**config.mk**
```make
export PLATFORM = sky130hd
export DESIGN_NAME = fe_branch_predictor_flat
export DESIGN_NICKNAME = d
export VERILOG_FILES = /design/src/rtl/fe_branch_predictor_pkg.sv /design/src/rtl/fe_branch_predictor_if.sv /design/src/rtl/sat_counter2.sv /design/src/rtl/fe_branch_predictor.sv /design/src/flat_wrapper.sv
export SDC_FILE = /design/constraint.sdc
export NUM_CORES = 2
export LEC_CHECK = 0
export CORE_MARGIN = 3
export CORE_UTILIZATION = 45
export CTS_CLUSTER_SIZE = 16
export DETAILED_ROUTE_END_ITERATION = 7
export PLACE_DENSITY = 0.6
export REMOVE_ABC_BUFFERS = 1
export SETUP_SLACK_MARGIN = 0.4
export SLEW_MARGIN = 20
export SYNTH_ARGS = -nofsm -noshare
export SYNTH_HDL_FRONTEND = slang
export SYNTH_HIERARCHICAL = 1
export SYNTH_SLANG_ARGS = --single-unit
```
**constraint.sdc**
```tcl
create_clock -name clk -period 4.9 [get_ports clk]
set_input_delay 0.735 -clock clk [delete_from_list [all_inputs] [get_ports clk]]
set_output_delay 0.735 -clock clk [all_outputs]
set_load 0.01 [all_outputs]
```
**src/rtl/fe_branch_predictor_pkg.sv**
```systemverilog
// Shared widths, types and helpers for the fetch-side gshare branch predictor.
package fe_branch_predictor_pkg;

    localparam int unsigned DBITS          = 32;
    localparam int unsigned BHR_BITS       = 8;
    localparam int unsigned PT_INDEX_BITS  = 8;
    localparam int unsigned BTB_INDEX_BITS = 4;
    localparam int unsigned TAG_BITS       = DBITS - BTB_INDEX_BITS - 2;
    localparam int unsigned PT_ENTRIES     = 1 << PT_INDEX_BITS;
    localparam int unsigned BTB_ENTRIES    = 1 << BTB_INDEX_BITS;
    localparam int unsigned STAT_BITS      = 32;

    // Weakly not-taken
    localparam logic [1:0] PT_RESET_VAL = 2'b01;

    typedef logic [DBITS-1:0]          addr_t;
    typedef logic [BHR_BITS-1:0]       bhr_t;
    typedef logic [PT_INDEX_BITS-1:0]  pt_idx_t;
    typedef logic [BTB_INDEX_BITS-1:0] btb_idx_t;
    typedef logic [TAG_BITS-1:0]       tag_t;
    typedef logic [STAT_BITS-1:0]      stat_t;

    typedef struct packed {
        logic  is_jump;
        tag_t  tag;
        addr_t target;
    } btb_data_t;

    function automatic tag_t pc_tag(input addr_t pc);
        return pc[DBITS-1:BTB_INDEX_BITS+2];
    endfunction

    function automatic stat_t sat_inc(input stat_t v);
        return (v == '1) ? v : v + stat_t'(1);
    endfunction

endpackage

```
**src/rtl/fe_branch_predictor_if.sv**
```systemverilog
// Lookup, resolution-update and statistics signals between FE/AGEX and the predictor.
interface fe_branch_predictor_if;
    import fe_branch_predictor_pkg::*;

    addr_t    lookup_pc;
    logic     pred_btb_hit;
    logic     pred_taken;
    addr_t    pred_target;
    pt_idx_t  pred_pt_idx;
    btb_idx_t pred_btb_idx;

    logic     upd_valid;
    logic     upd_is_cond;
    addr_t    upd_pc;
    logic     upd_taken;
    addr_t    upd_target;
    pt_idx_t  upd_pt_idx;
    btb_idx_t upd_btb_idx;
    logic     upd_mispredict;

    bhr_t     bhr_out;
    stat_t    br_count;
    stat_t    mispred_count;

    modport master (
        output lookup_pc, upd_valid, upd_is_cond, upd_pc, upd_taken, upd_target,
               upd_pt_idx, upd_btb_idx, upd_mispredict,
        input  pred_btb_hit, pred_taken, pred_target, pred_pt_idx, pred_btb_idx,
               bhr_out, br_count, mispred_count
    );

    modport slave (
        input  lookup_pc, upd_valid, upd_is_cond, upd_pc, upd_taken, upd_target,
               upd_pt_idx, upd_btb_idx, upd_mispredict,
        output pred_btb_hit, pred_taken, pred_target, pred_pt_idx, pred_btb_idx,
               bhr_out, br_count, mispred_count
    );

endinterface

```
**src/rtl/sat_counter2.sv**
```systemverilog
// 2-bit up/down saturating counter with asynchronous active-high reset.
module sat_counter2 #(
    parameter logic [1:0] ResetVal = 2'b01
) (
    input  logic       clk,
    input  logic       reset,
    input  logic       en,
    input  logic       up,
    output logic [1:0] count
);

    always_ff @(posedge clk or posedge reset) begin
        if (reset) begin
            count <= ResetVal;
        end else if (en) begin
            if (up && count != 2'b11) begin
                count <= count + 2'b01;
            end else if (!up && count != 2'b00) begin
                count <= count - 2'b01;
            end
        end
    end

endmodule

```
**src/rtl/fe_branch_predictor.sv**
```systemverilog
// Gshare predictor: BHR, 2-bit PT and direct-mapped BTB, trained at AGEX resolution.
module fe_branch_predictor
    import fe_branch_predictor_pkg::*;
(
    input logic                  clk,
    input logic                  reset,
    fe_branch_predictor_if.slave bp
);

    bhr_t                   bhr_q, bhr_d;
    logic [BTB_ENTRIES-1:0] btb_valid_q;
    btb_data_t              btb_data_q [BTB_ENTRIES];
    logic [1:0]             pt_cnt [PT_ENTRIES];
    logic [PT_ENTRIES-1:0]  pt_en;
    stat_t                  br_count_q, br_count_d;
    stat_t                  mispred_q, mispred_d;
    logic                   upd_cond, upd_btb_wr;

    pt_idx_t                lk_pt_idx;
    btb_idx_t               lk_btb_idx;
    btb_data_t              lk_entry;
    logic                   lk_hit, lk_taken;

    // Low PC bits select the BTB set and never form part of the tag.
    logic unused_upd_pc_lo;
    assign unused_upd_pc_lo = ^bp.upd_pc[BTB_INDEX_BITS+1:0];

    always_comb begin
        lk_pt_idx  = bp.lookup_pc[PT_INDEX_BITS+1:2] ^ bhr_q;
        lk_btb_idx = bp.lookup_pc[BTB_INDEX_BITS+1:2];
        lk_entry   = btb_data_q[lk_btb_idx];
        lk_hit     = btb_valid_q[lk_btb_idx] && (lk_entry.tag == pc_tag(bp.lookup_pc));
        lk_taken   = lk_hit && (lk_entry.is_jump || pt_cnt[lk_pt_idx][1]);
    end

    assign bp.pred_btb_hit  = lk_hit;
    assign bp.pred_taken    = lk_taken;
    assign bp.pred_target   = lk_taken ? lk_entry.target : bp.lookup_pc + addr_t'(4);
    assign bp.pred_pt_idx   = lk_pt_idx;
    assign bp.pred_btb_idx  = lk_btb_idx;
    assign bp.bhr_out       = bhr_q;
    assign bp.br_count      = br_count_q;
    assign bp.mispred_count = mispred_q;

    always_comb begin
        upd_cond   = bp.upd_valid && bp.upd_is_cond;
        upd_btb_wr = bp.upd_valid && bp.upd_taken;
        pt_en      = '0;
        if (upd_cond) begin
            pt_en[bp.upd_pt_idx] = 1'b1;
        end
        bhr_d      = upd_cond ? {bhr_q[BHR_BITS-2:0], bp.upd_taken} : bhr_q;
        br_count_d = bp.upd_valid ? sat_inc(br_count_q) : br_count_q;
        mispred_d  = (bp.upd_valid && bp.upd_mispredict) ? sat_inc(mispred_q) : mispred_q;
    end

    for (genvar i = 0; i < PT_ENTRIES; i++) begin : g_pt
        sat_counter2 #(
            .ResetVal (PT_RESET_VAL)
        ) u_cnt (
            .clk   (clk),
            .reset (reset),
            .en    (pt_en[i]),
            .up    (bp.upd_taken),
            .count (pt_cnt[i])
        );
    end

    always_ff @(posedge clk or posedge reset) begin
        if (reset) begin
            bhr_q       <= '0;
            btb_valid_q <= '0;
            br_count_q  <= '0;
            mispred_q   <= '0;
        end else begin
            bhr_q      <= bhr_d;
            br_count_q <= br_count_d;
            mispred_q  <= mispred_d;
            if (upd_btb_wr) begin
                btb_valid_q[bp.upd_btb_idx] <= 1'b1;
            end
        end
    end

    // Tag/target need no reset: the valid bit gates them.
    always_ff @(posedge clk) begin
        if (upd_btb_wr && !reset) begin
            btb_data_q[bp.upd_btb_idx] <= '{is_jump: ~bp.upd_is_cond,
                                           tag:     pc_tag(bp.upd_pc),
                                           target:  bp.upd_target};
        end
    end

endmodule

```
**src/flat_wrapper.sv**
```systemverilog
// flat-port wrapper written by rule: the top's interface ports become plain ports
module fe_branch_predictor_flat import fe_branch_predictor_pkg::*;
  (clk, reset, bp_lookup_pc, bp_upd_valid, bp_upd_is_cond, bp_upd_pc, bp_upd_taken, bp_upd_target, bp_upd_pt_idx, bp_upd_btb_idx, bp_upd_mispredict, bp_pred_btb_hit, bp_pred_taken, bp_pred_target, bp_pred_pt_idx, bp_pred_btb_idx, bp_bhr_out, bp_br_count, bp_mispred_count);
  fe_branch_predictor_if bp_i ();
  input logic clk;
  input logic reset;
  input wire logic [$bits(bp_i.lookup_pc)-1:0] bp_lookup_pc;
  input wire logic [$bits(bp_i.upd_valid)-1:0] bp_upd_valid;
  input wire logic [$bits(bp_i.upd_is_cond)-1:0] bp_upd_is_cond;
  input wire logic [$bits(bp_i.upd_pc)-1:0] bp_upd_pc;
  input wire logic [$bits(bp_i.upd_taken)-1:0] bp_upd_taken;
  input wire logic [$bits(bp_i.upd_target)-1:0] bp_upd_target;
  input wire logic [$bits(bp_i.upd_pt_idx)-1:0] bp_upd_pt_idx;
  input wire logic [$bits(bp_i.upd_btb_idx)-1:0] bp_upd_btb_idx;
  input wire logic [$bits(bp_i.upd_mispredict)-1:0] bp_upd_mispredict;
  output wire logic [$bits(bp_i.pred_btb_hit)-1:0] bp_pred_btb_hit;
  output wire logic [$bits(bp_i.pred_taken)-1:0] bp_pred_taken;
  output wire logic [$bits(bp_i.pred_target)-1:0] bp_pred_target;
  output wire logic [$bits(bp_i.pred_pt_idx)-1:0] bp_pred_pt_idx;
  output wire logic [$bits(bp_i.pred_btb_idx)-1:0] bp_pred_btb_idx;
  output wire logic [$bits(bp_i.bhr_out)-1:0] bp_bhr_out;
  output wire logic [$bits(bp_i.br_count)-1:0] bp_br_count;
  output wire logic [$bits(bp_i.mispred_count)-1:0] bp_mispred_count;
  assign bp_i.lookup_pc = bp_lookup_pc;
  assign bp_i.upd_valid = bp_upd_valid;
  assign bp_i.upd_is_cond = bp_upd_is_cond;
  assign bp_i.upd_pc = bp_upd_pc;
  assign bp_i.upd_taken = bp_upd_taken;
  assign bp_i.upd_target = bp_upd_target;
  assign bp_i.upd_pt_idx = bp_upd_pt_idx;
  assign bp_i.upd_btb_idx = bp_upd_btb_idx;
  assign bp_i.upd_mispredict = bp_upd_mispredict;
  assign bp_pred_btb_hit = bp_i.pred_btb_hit;
  assign bp_pred_taken = bp_i.pred_taken;
  assign bp_pred_target = bp_i.pred_target;
  assign bp_pred_pt_idx = bp_i.pred_pt_idx;
  assign bp_pred_btb_idx = bp_i.pred_btb_idx;
  assign bp_bhr_out = bp_i.bhr_out;
  assign bp_br_count = bp_i.br_count;
  assign bp_mispred_count = bp_i.mispred_count;
  fe_branch_predictor u_core (.clk(clk), .reset(reset), .bp(bp_i));
endmodule
```
# Word-level counts from Yosys, hierarchy flattened
# Memories as Yosys holds them, arrays and structs flattened.
# Index checks and enable logic that the tools add are counted.
# word_totals
mem_count,1
word_cells,2865
ram_bits,944
in_bits,114
ff_bits,600
output_inout_bits,118
# classes
n_reduce_logical,1293
n_mux,525
n_lt_le_gt_ge,6
n_bitwise,6
addsub,515
n_eq_ne,259
# mem_list
memory,depth,width,read_ports,rd_ports_with_merged_regs,wr,line_no,source
u_core.btb_data_q,16,59,1,0,1,fe_branch_predictor.sv:12,btb_data_t btb_data_q [BTB_ENTRIES];
# ops
op,n
$mux 2,514
$reduce_bool 2->1,512
$logic_and 1x1->1,520
$reduce_and 2->1,258
$add 2x1->2 const B,256
$ne 2x2->1 const B,256
$sub 2x1->2 const B,256
$mux 256,1
$add 32x1->32 const B,2
$eq 32x32->1 const B,2
$add 32x3->32 const B,1
$mux 32,1
$eq 26x26->1,1
$bmux 2 s8,1
$or 16x16->16,1
$lt 4x5->1 const B,2
$ge 9x9->1 const B,1
$lt 8x9->1 const B,1
$not 8->9,1
$demux 1 s8,1
$ge 8x1->1 const B,1
$xor 8x8->8,1
$mux 1,5
$bmux 1 s4,1
other kinds (5),8

# Longest topological paths before layout
# depth
word_depth,8
mapped_depth,16
depth_no_buf,11

# Cells and area by module
# Netlist, hierarchy kept.
# by_module_without_submodules
mod,seq_area_each_um2,cells_per_inst,n_inst,area_each_um2
fe_branch_predictor,30549.3,2486,1,44515.2
sat_counter2,51.3,12,256,117.6

# Least setup slack after synthesis
# Ideal clock, no wire load.
# synth_timing
path_type,in2reg
startpoint,input port reset
endpoint,"memory u_core/btb_data_q[7][0] in the netlist's numbering, enable pin"
path_slack_ps,-1165
path_stages,3
required_time_ps,4424
n_path_buf,0
t_arrival_ps,5588
path_cell_list,inv_1 > nand3_1 > nor2_1
# synth_between
elab_chain_len,4
# synth_rtl
element,line_no,source
from (decl),flat_wrapper.sv:6,input logic reset;
$logic_not 1->1 (no source line),n/a,
$logic_and 1x1->1,fe_branch_predictor.sv:87,if (upd_btb_wr && !reset) begin
$mux 1,fe_branch_predictor.sv:87,
$mux 1 (not written as such),fe_branch_predictor.sv:88,"btb_data_q[bp.upd_btb_idx] <= '{is_jump: ~bp.upd_is_cond,"
to (decl),fe_branch_predictor.sv:12,
# No other way between the ends.

# Worst setup path after layout
# layout_timing
startpoint,"register u_core.bhr_q[0], in the netlist u_core/bp.bhr_out[0]"
endpoint,output port bp_pred_target[29]
# layout_between
elab_chain_len,8
# layout_rtl
element,line_no,source
from (decl),fe_branch_predictor.sv:10,"bhr_t bhr_q, bhr_d;"
from (signal assigned),fe_branch_predictor.sv:76,bhr_q <= bhr_d;
$xor 8x8->8,fe_branch_predictor.sv:29,lk_pt_idx = bp.lookup_pc[PT_INDEX_BITS+1:2] ^ bhr_q;
$not 8->9 (not written as such),fe_branch_predictor.sv:33,lk_taken = lk_hit && (lk_entry.is_jump || pt_cnt[lk_pt_idx][1]);
$bmux 2 s8,fe_branch_predictor.sv:33,
$mux 2 (not written as such) (2 in a row),fe_branch_predictor.sv:33,
$logic_or 1x1->1,fe_branch_predictor.sv:33,
$logic_and 1x1->1,fe_branch_predictor.sv:33,
$mux 32,fe_branch_predictor.sv:38,assign bp.pred_target = lk_taken ? lk_entry.target : bp.lookup_pc + addr_t'(4);
to (decl),flat_wrapper.sv:18,output wire logic [$bits(bp_i.pred_target)-1:0] bp_pred_target;
# No other way between the ends. The select of a mux whose other input is x is not followed.

==> results.yml <==
pwr:
  p_per_area_mw_per_mm2: 346
  internal_power_uw: 22900
  comb_power_share_pct: 11.4
  leakage_uw: 0.0373
  ir_worst_vdd_mv: 0.355
  switchingPower_uw: 7460
  switching_share_pct: 24.5
  pwr-share-clk_pct: 42.0
  design_power_total_uw: 30400
  p_seq_share_pct: 46.6
sta:
  fin_skew_ns: 0.0374
  setup_ws_ns: -0.222
  setup_viol: 32
  timing.final.hold_violations: 0
  rsz0062_at_grt: "yes"
  worstMarginPinSlew_ns: 1.22
  period_needed_ns: 5.12
  slew_headroom_pct: 18.4
  fmax_mhz: 195
  setup_tns_ns: -6.58
  drv_slew: 0
  fin_crit_sh_pct: 105
global_route:
  antenna_found_initial: 21
  overflow: 0
  grt_max_degree: 253
  grt_pass1_wl_um: 295000
  grt_pass1_vias: 47000
  grt_usage_pct: 22.8
die:
  start_util_pct: 45.6
  io_pins: 232
  die_area_mm2: 0.171
  rows: 148
  core_area_mm2: 0.164
  die_h_um: 413
  die_w_um: 413
placed_design:
  dp_hpwl_um: 122000
  gp_congestion: 0.811
  numPortBuffers: 225
  place_area_mm2: 0.0816
yosys:
  yosys-top-cells-area: "edfxtp_1 (38%), dfrtp_1 (12%), mux4_2 (9.8%), dfstp_2 (9.0%), o211ai_2 (4.3%)"
  ys_types: 58
  avgSynthCellArea_um2: 13.4
  synth_area_mm2: 0.0746
  synth_top_cell_by_area: "edfxtp_1"
  netlist_instances: 5558
  synth_seq_cells: 1544
  seq_area_frac_synth_pct: 58.5
  synthTopCellsByCount: "edfxtp_1 (944), inv_1 (781), dfrtp_1 (344)"
  netlist.area_leader.share_pct: 38.0
  synth_warnings: 6
  ys_async_sr_fraction_pct: 38.9
  ys.flop_type: "edfxtp_1"
  synth_edf_count: 944
  synthMostInstantiatedCell: "edfxtp_1"
worst_setup_path:
  worstSetupStartpointType: "flop"
  crit_top_cell: "buf_12"
  arrival_ns: 4.39
  path_cells: "xnor2_4 > buf_12 > buf_12 > mux4_2 > a221oi_2 > o21ai_2 > buf_4 > a32o_2 > a21oi_2 > buf_6 > nor2b_4 > buf_12 > buf_12 > buf_8 > mux2_4 > buf_6"
  cp_slowest_cell: "mux4_2"
  crit_buf_inv: 8
  path_max_fanout: 8
  required_ns: 4.16
  cp_top_family: "buffers and inverters"
  crit_type: "flop to output port"
  end_kind: "output port"
  cp_slowest_stage_delay_ns: 0.56
clocking:
  numCtsBuffers: 168
  cts_sinks: 1544
  tritoncts: "done"
  clk-insertion-delay-late_ns: 0.80
  clk_pin_slew_ns: 0.06
  clk_path_buf_depth: 3
  cts_root_buf: "clkbuf_16"
  htreeDepth: 4
detailed_routing:
  via_per_inst: 5.62
  firstDrtPassIters: 5
  wire_per_inst_um: 23.2
  drcViolationCount: 0
  drt-total-wl_um: 195000
  ant_nets: 0
  vias: 47200
  drt_iter0_drc: 4130
cells_and_area:
  drive_gt1_share_pct: 24.0
  final_cell_area_mm2: 0.0879
  multi_input_area_mm2: 0.0275
  nets: 6199
  area_growth_pct: 17.8
  nFillCells: 13500
  regArea_mm2: 0.0437
job:
  maxCapViolations: 0
min_path:
  hold_path.class: "input port to flop"
status:
  status: "finished, violations left"
  violations: "setup timing"
==> kinds of logic (layout without fill, tap and decap cells) <==
| logic type | after synthesis | in the layout | share of synthesized area [%] |
|---|---|---|---|
| adders and majority gates | 3 | 3 | 0.0503 |
| xor gates and xnor gates | 135 | 135 | 1.58 |
| AOI/OAI and AO/OA | 876 | 876 | 9.15 |
| other | 0 | 10 | 0 |
| and+or+nand+nor | 1382 | 1382 | 10.9 |
| buffers and inverters | 938 | 1605 | 4.96 |
| DFF | 1544 | 1544 | 58.5 |
| muxes | 680 | 680 | 14.8 |
==> worst reg2reg max path, stage by stage (launching register included) <==
cell     delay (ns)
dfrtp_1        0.45
ha_1           0.27
nand2_1        0.10
nor3_1         0.05
nand3_1        0.11
o21ai_1        0.19
or3_1          0.48
nor3_1         0.51
nand2_1        0.20
nor2_1         0.19
nand4_1        0.14
xnor2_1        0.15
==> through the flow <==
| step | setup WS, ns | hold WS [ns] | cells | util, % |
|---|---|---|---|---|
| after floorplan | -5.54 | 0.431 | 5403 | - |
| after global placement | -0.906 | 0.454 | 8053 | 49.9 |
| after detailed placement | -0.875 | 0.458 | 8053 | 49.9 |
| after CTS | -0.329 | 0.395 | 8384 | 53.6 |
| after global routing | -0.408 | 0.436 | 8403 | 53.7 |
| final | -0.222 | 0.453 | 8410 | 53.7 |
==> repair_timing <==
item,in CTS,in global routing
setup buffers,13,16
pin swaps,9,4
endpoints found under the setup margin,34,34
endpoints found under the hold margin,49,0
cloned,4,0
gates resized for setup,208,7
hold buffers,1,0
==> path summary, 6_finish.rpt <==
| kind | depth (start not counted) | start | slack [ns] | endpoint |
|---|---|---|---|---|
| min in group asynchronous | 3 | reset | 0.58 | u_core/g_pt[252].u_cnt/count[1] |
| worst max-delay path | 16 | u_core/bp.bhr_out[0] | -0.22 | bp_pred_target[29] |
| max in group asynchronous | 4 | reset | 2.87 | u_core/bp.mispred_count[13] |
| worst min-delay path | 3 | bp_upd_taken | 0.45 | u_core/g_pt[221].u_cnt/count[0] |
| worst max register to register | 11 | u_core/bp.br_count[0] | 1.95 | u_core/bp.br_count[30] |
| worst min register to register | 1 | u_core/btb_valid_q[13] | 0.47 | u_core/btb_valid_q[13] |
==> registers in the layout, summed over array words and instances (netlist names) <==
signal and flops:
u_core/btb_valid_q 16, u_core/bp.br_count 32, u_core/bp.mispred_count 32, u_core/btb_data_q 944
u_core/g_pt.u_cnt/count 512, u_core/bp.bhr_out 8
==> layout make-up <==
cell class                      instances  area share, %
Antenna cell                           10         0.0285
Sequential cell                      1544           49.7
Multi-Input combinational cell       3076           31.3
Timing Repair Buffer                  509           6.11
Clock buffer                          229           5.27
Clock inverter                         84           1.14
Inverter                              783           3.35
Tap cell                             2175           3.10
==> power by group through the flow <==
stage | logic, uW | registers, uW | clock network [uW]
final | 3460 | 14200 | 12800
after global placement | 3320 | 14400 | 0
after detailed placement | 3330 | 14400 | 0
after CTS | 3450 | 14200 | 13100
after floorplan | 1270 | 14400 | 0
after global routing | 3680 | 14200 | 13600
==> cells in the final DEF (no fill, tap or decap), types with 63 or more instances in the layout <==
| cell | synthesis | routed |
|---|---|---|
| mux4_2 | 326 | 326 |
| inv_1 | 781 | 780 |
| o211ai_2 | 256 | 256 |
| nand3b_1 | 256 | 256 |
| xnor2_1 | 84 | 79 |
| nor2b_1 | 281 | 280 |
| nand2_1 | 110 | 110 |
| edfxtp_1 | 944 | 944 |
| o22ai_1 | 260 | 260 |
| nand3_1 | 69 | 68 |
| nor2_1 | 318 | 302 |
| buf_12 | 3 | 63 |
| clkdlybuf4s50_1 | 0 | 185 |
| buf_4 | 17 | 205 |
| mux2i_1 | 311 | 310 |
| dfstp_2 | 256 | 256 |
| a21oi_1 | 276 | 274 |
| or2b_1 | 256 | 256 |
| dfrtp_1 | 344 | 342 |
| clkbuf_16 | 0 | 169 |
==> metal layers <==
metal	share of wire [%]	global-route usage, %	up-vias
met5	0.042	0	-
met2	50	38.6	1104
met1	43	30.5	24500
met4	2.1	5.88	12
met3	5.3	3.86	267
li1	-	-	21400
Power figures use the tool's default switching activity.
